## src/rtl/fifo_rd_packer_pkg.sv

```systemverilog
// Shared definitions for the FIFO read-side byte packer: FSM encoding and
// lane/keep helpers.
package fifo_rd_packer_pkg;

    localparam logic [1:0] ST_RUN        = 2'd0;
    localparam logic [1:0] ST_FLUSH_WAIT = 2'd1;
    localparam logic [1:0] ST_FLUSH_EMIT = 2'd2;

    localparam int MAX_BYTES = 64;

    // Lane counter must hold 0..BYTES inclusive.
    function automatic int lane_w(input int bytes);
        return $clog2(bytes + 1);
    endfunction

    function automatic logic [MAX_BYTES-1:0] keep_mask(input int lanes);
        logic [MAX_BYTES-1:0] m;
        m = '0;
        for (int i = 0; i < MAX_BYTES; i++) begin
            if (i < lanes) begin
                m[i] = 1'b1;
            end
        end
        return m;
    endfunction

endpackage

```

## src/rtl/fifo_rd_packer.sv

```systemverilog
// Pops bytes from a 1-cycle-latency FIFO and packs them little-endian into
// BYTES-wide words on a valid/ready stream; flush emits a partial word.
module fifo_rd_packer
    import fifo_rd_packer_pkg::*;
#(
    parameter int BYTES = 4,
    parameter int CNT_W = 16
) (
    input  logic                 r_clk,
    input  logic                 rst,
    input  logic                 empty,
    output logic                 ren,
    input  logic [7:0]           rd_data,
    input  logic                 flush,
    output logic [8*BYTES-1:0]   m_data,
    output logic [BYTES-1:0]     m_keep,
    output logic                 m_valid,
    input  logic                 m_ready,
    output logic                 busy,
    output logic [CNT_W-1:0]     word_count
);

    localparam int              LW   = lane_w(BYTES);
    localparam logic [LW-1:0]   FULL = LW'(BYTES);

    logic [1:0]          state_q, state_d;
    logic [LW-1:0]       lanes_q, lanes_d, wr_idx;
    logic                rd_pend_q;
    logic [8*BYTES-1:0]  acc_q, acc_d, part_data;
    logic [BYTES-1:0]    part_keep;
    logic [8*BYTES-1:0]  m_data_q;
    logic [BYTES-1:0]    m_keep_q;
    logic                m_valid_q;
    logic [CNT_W-1:0]    cnt_q;
    logic                out_free, move, emit, room, ren_c;

    always_comb begin
        out_free  = !m_valid_q || m_ready;
        move      = (lanes_q == FULL) && out_free;
        room      = ({1'b0, lanes_q} + {{LW{1'b0}}, rd_pend_q}) < {1'b0, FULL};
        // Reading again on a move keeps the stream at one byte per cycle.
        ren_c     = !rst && (state_q == ST_RUN) && !empty && (room || move);
        emit      = (state_q == ST_FLUSH_EMIT) && out_free;
        wr_idx    = move ? '0 : lanes_q;
        lanes_d   = ((move || emit) ? '0 : lanes_q) + LW'(rd_pend_q);
        part_keep = BYTES'(keep_mask(int'(lanes_q)));
    end

    genvar gi;
    generate
        for (gi = 0; gi < BYTES; gi++) begin : g_lane
            assign acc_d[8*gi +: 8]     = (rd_pend_q && (wr_idx == LW'(gi))) ? rd_data
                                                                             : acc_q[8*gi +: 8];
            assign part_data[8*gi +: 8] = part_keep[gi] ? acc_q[8*gi +: 8] : 8'h00;
        end
    endgenerate

    always_comb begin
        state_d = state_q;
        case (state_q)
            ST_RUN: begin
                if (flush) begin
                    state_d = ST_FLUSH_WAIT;
                end
            end
            ST_FLUSH_WAIT: begin
                // Let the in-flight byte land and any full word move out first.
                if (!rd_pend_q && (lanes_q != FULL)) begin
                    state_d = (lanes_q == '0) ? ST_RUN : ST_FLUSH_EMIT;
                end
            end
            ST_FLUSH_EMIT: begin
                if (out_free) begin
                    state_d = ST_RUN;
                end
            end
            default: state_d = ST_RUN;
        endcase
    end

    always_ff @(posedge r_clk) begin
        if (rst) begin
            state_q   <= ST_RUN;
            lanes_q   <= '0;
            rd_pend_q <= 1'b0;
            acc_q     <= '0;
            m_data_q  <= '0;
            m_keep_q  <= '0;
            m_valid_q <= 1'b0;
            cnt_q     <= '0;
        end else begin
            state_q   <= state_d;
            lanes_q   <= lanes_d;
            rd_pend_q <= ren_c;
            acc_q     <= acc_d;
            if (move) begin
                m_data_q  <= acc_q;
                m_keep_q  <= '1;
                m_valid_q <= 1'b1;
            end else if (emit) begin
                m_data_q  <= part_data;
                m_keep_q  <= part_keep;
                m_valid_q <= 1'b1;
            end else if (m_ready) begin
                m_valid_q <= 1'b0;
            end
            if (m_valid_q && m_ready) begin
                cnt_q <= cnt_q + 1'b1;
            end
        end
    end

    assign ren        = ren_c;
    assign m_data     = m_data_q;
    assign m_keep     = m_keep_q;
    assign m_valid    = m_valid_q;
    assign busy       = (state_q == ST_FLUSH_WAIT) || (state_q == ST_FLUSH_EMIT);
    assign word_count = cnt_q;

endmodule

```

## config.mk

```make
export PLATFORM = sky130hd
export DESIGN_NAME = fifo_rd_packer
export DESIGN_NICKNAME = d
export VERILOG_FILES = /design/src/rtl/fifo_rd_packer_pkg.sv /design/src/rtl/fifo_rd_packer.sv
export SDC_FILE = /design/constraint.sdc
export NUM_CORES = 1
export LEC_CHECK = 0
export ABC_CLOCK_PERIOD_IN_PS = 3600
export CAP_MARGIN = 5
export CORE_UTILIZATION = 50
export CTS_BUF_LIST = sky130_fd_sc_hd__clkbuf_2
export DETAILED_ROUTE_END_ITERATION = 16
export PLACE_DENSITY_LB_ADDON = 0.1
export REMOVE_ABC_BUFFERS = 1
export SYNTH_ARGS = -nofsm -noshare
export SYNTH_HDL_FRONTEND = slang
export SYNTH_SLANG_ARGS = --single-unit
```

## constraint.sdc

```tcl
create_clock -name r_clk -period 3.6 [get_ports r_clk]
set_input_delay 0.36 -clock r_clk [delete_from_list [all_inputs] [get_ports r_clk]]
set_output_delay 0.36 -clock r_clk [all_outputs]
set_load 0.05 [all_outputs]
```

==> run_results.csv <==
group,metric,value,unit
synthesis,seq_area_frac_synth,50.8,%
power_and_ir_drop,p_comb_share,8.3,%
timing,fmax,339,MHz
setup_path,critPathLaunchType,"flip-flop",
worst_hold_path,hold_path_end,"rd_pend_q",
finish,diodes,0,
synthesis,ys_warn_count,0,
timing,tns,0,ps
finish,nNetsFinal,471,
setup_path,crit_arrival,2590,ps
clock_network,ctsResizeCount,0,
routing,route.met2.wl,3680,um
setup_path,cp_slowest_cell,"dfxtp_1",
power_and_ir_drop,power_density,401,mW/mm^2
grt,first_global_vias,2652,
power_and_ir_drop,power_leakage,1.58,nW
setup_path,max_stage_delay,790,ps
power_and_ir_drop,power_frac_seq,58.6,%
timing,fin_ws,649,ps
power_and_ir_drop,power_frac_clock,33.1,%
routing,vias,2897,
setup_path,r2r-end,"lanes_q[2]",
placement,globalplace.congestion,0.765,
placement,port_buffers,67,
floorplanning,dieArea,0.00752,mm^2
clock_network,cts_root_buf,"clkbuf_2",
clock_network,hold_buffers,0,
clock_network,cts_sinks,91,
floorplanning,start_util,52.2,%
synthesis,synth_ff_type,"dfxtp_1",
worst_hold_path,worstHoldStart,"empty",
floorplanning,fp.dieW,86.7,um
grt,grt_overflow_total,0,
routing,post-route-drc-count,0,
synthesis,synthArstFlopShare,0,%
power_and_ir_drop,peakVddDrop,0.216,mV
routing,wl_per_cell,14.0,um
synthesis,synth_area,0.00359,mm^2
power_and_ir_drop,switching_share,25.9,%
clock_network,clockBufferDepth,2,
floorplanning,core,0.00687,mm^2
finish,final_cells,552,
grt,track_usage,21.9,%
timing,finalCriticalPeriod,2950,ps
floorplanning,rows,30,
synthesis,postSynthAreaPerCell,9.08,um^2
finish,final_layout_size_suffix_gt1_share,7.46,%
job,drv_cap,0,
routing,dr.pass1.iters,4,
setup_path,required,3240,ps
clock_network,post_cts_buffers,0,
synthesis,ys_ff_latch,91,
routing,dr.max_layer_used,"met4",
timing,finalCritPeriodShare,82.0,%
timing,hold_viol_final,0,
grt,antenna_found_initial,0,
worst_hold_path,hold_depth,2,
finish,postLayoutCoreUtil,64.4,%
floorplanning,die_height,86.7,um
power_and_ir_drop,intPower,1.32,mW
grt,grt_max_degree,91,
floorplanning,io_pins,68,
timing,tightest_slew,1060,ps
placement,dpl.hpwl,5120,um
setup_path,crit_chain,"o21ai_0, a22oi_1, nor4_1, clkdlybuf4s50_1",
synthesis,synthCells,395,
setup_path,crit_family,"flip-flops",
setup_path,crit_buf_inv,1,
placement,dp_cells,536,
timing,relSlewSlack,29.1,%
finish,n_fill_cell,612,
clock_network,clk_latency,520,ps
setup_path,path_class,"flip-flop to output port",
power_and_ir_drop,p_switching,459,uW
setup_path,rr_startpoint,"lanes_q[2]",
setup_path,cp-end-kind,"output port",
routing,viasPerCell,5.25,
timing,rsz0062_at_grt,"false",
synthesis,synth_edf_count,0,
routing,drt-initial-drc-count,158,
clock_network,path_clk_slew,240,ps
timing,setup-violations-final,0,
timing,fin_skew,18.7,ps
setup_path,cp_max_fo,21,
timing,slew_violations,0,
clock_network,cts_buffers,9,
finish,syn2layout_area_growth,23.2,%
routing,ant_nets,0,
finish,regArea,0.00182,mm^2
power_and_ir_drop,total_power,1.77,mW
worst_hold_path,hold_path_class,"input pin to flip-flop",
clock_network,cts_tree,"built",
routing,wl_met1,3650,um
finish,multi_input_area,0.00162,mm^2
grt,grt_first_pass_wirelength,12600,um
run_status,status,"complete, no violations",
setup_path,rrSetupSlack,970,ps
placement,post-place-ws,683,ps
synthesis,ys_types,45,
setup_path,reg2regPathDepth,6,
clock_network,htreeDepth,3,
routing,finalWirelength,7700,um
routing,met3_length,301,um
==> synthesized netlist by cell type (3+ instances only) <==
cell type  number  area share [%]
nand2_1        57             6.0
ha_1            7             2.4
clkbuf_1       10             1.0
or3_1           7             1.2
mux2i_1        18             5.0
nor2b_1         4            0.70
nand4_1         7             1.2
buf_1           3            0.31
a22oi_1         9             1.9
nand3_1        21             2.9
o21ai_0         7            0.98
nor2_1         43             4.5
nand2b_1        5            0.87
nor4_1          3            0.52
dfxtp_1        91              51
buf_2           7            0.98
inv_1           7            0.73
buf_6           3            0.94
a21oi_1        40             5.6
a22o_1          8             2.0
xor2_1          7             1.7
==> metrics by stage <==
| stage | hold slack, ps | cell area [um^2] |
|---|---|---|
| 6_report | 394 | 4420 |
| 4_1_cts | 366 | 4420 |
| 2_1_floorplan | 422 | 3460 |
| 5_1_grt | 347 | 4420 |
| 3_3_place_gp | 437 | 4280 |
| 3_5_place_dp | 446 | 4280 |
==> how the worst max path moves through the flow <==
stage	from	endpoint	slack, ps	cells after the start
5_1_grt	lanes_q[2]	ren	490	4
2_1_floorplan	lanes_q[2]	lanes_q[1]	590	6
6_report	lanes_q[2]	ren	650	4
3_5_place_dp	m_ready	ren	680	6
3_3_place_gp	m_ready	ren	700	6
4_1_cts	lanes_q[2]	ren	650	4
==> routing by layer <==
| layer | track usage [%] | up-vias |
|---|---|---|
| met2 | 35.9 | 55 |
| met4 | 8.18 | 0 |
| met5 | 0 | - |
| li1 | - | 1467 |
| met3 | 3.90 | 5 |
| met1 | 28.9 | 1370 |
==> placed cells by master, fill, tap and decap left out, types with 3 or more instances in the layout <==
cell	n
a22o_1	8
nand3_1	21
nand2_1	57
a22oi_1	9
inv_1	7
nor4_1	3
nor2_1	43
or3_1	7
o21ai_0	6
clkbuf_2	9
ha_1	7
dfxtp_1	91
buf_4	3
nor2b_1	4
xor2_1	7
nand2b_1	5
nand4_1	7
clkdlybuf4s50_1	66
a21oi_1	40
mux2i_1	18
==> cell type report <==
cell class	instances	area share, %
Timing Repair Buffer	70	15.6
Clock inverter	7	2.26
Sequential cell	91	41.2
Multi-Input combinational cell	272	36.6
Inverter	7	0.594
Clock buffer	9	1.02
Tap cell	96	2.72
==> power by group through the flow <==
stage               Sequential [mW]  Clock [mW]  Combinational [mW]
finish                         1.04       0.588               0.147
floorplan                      1.06           0              0.0805
global placement               1.06           0               0.146
global route                   1.04       0.646               0.161
detailed placement             1.06           0               0.147
CTS                            1.04       0.601               0.148
==> kinds of logic (layout without fill, tap and decap cells) <==
| kind of cell | count (synthesis) | after routing | share of synthesized area [%] |
|---|---|---|---|
| AND/OR/NAND/NOR | 163 | 163 | 21.7 |
| XOR/XNOR | 9 | 9 | 2.20 |
| adder cells (fa/ha/maj) | 7 | 7 | 2.44 |
| flip-flops | 91 | 91 | 50.8 |
| AO/OA/AOI/OAI | 73 | 73 | 12.9 |
| buffers and inverters | 32 | 93 | 4.36 |
| multiplexers | 20 | 20 | 5.65 |
==> flip-flops by register name, indices dropped and copies added, names as in the netlist <==
signal and flops:
acc_q 32, lanes_q 3, m_data 32, m_keep 4, m_valid 1, rd_pend_q 1
state_q 2, word_count 16
(Power assumes the default switching activity.)
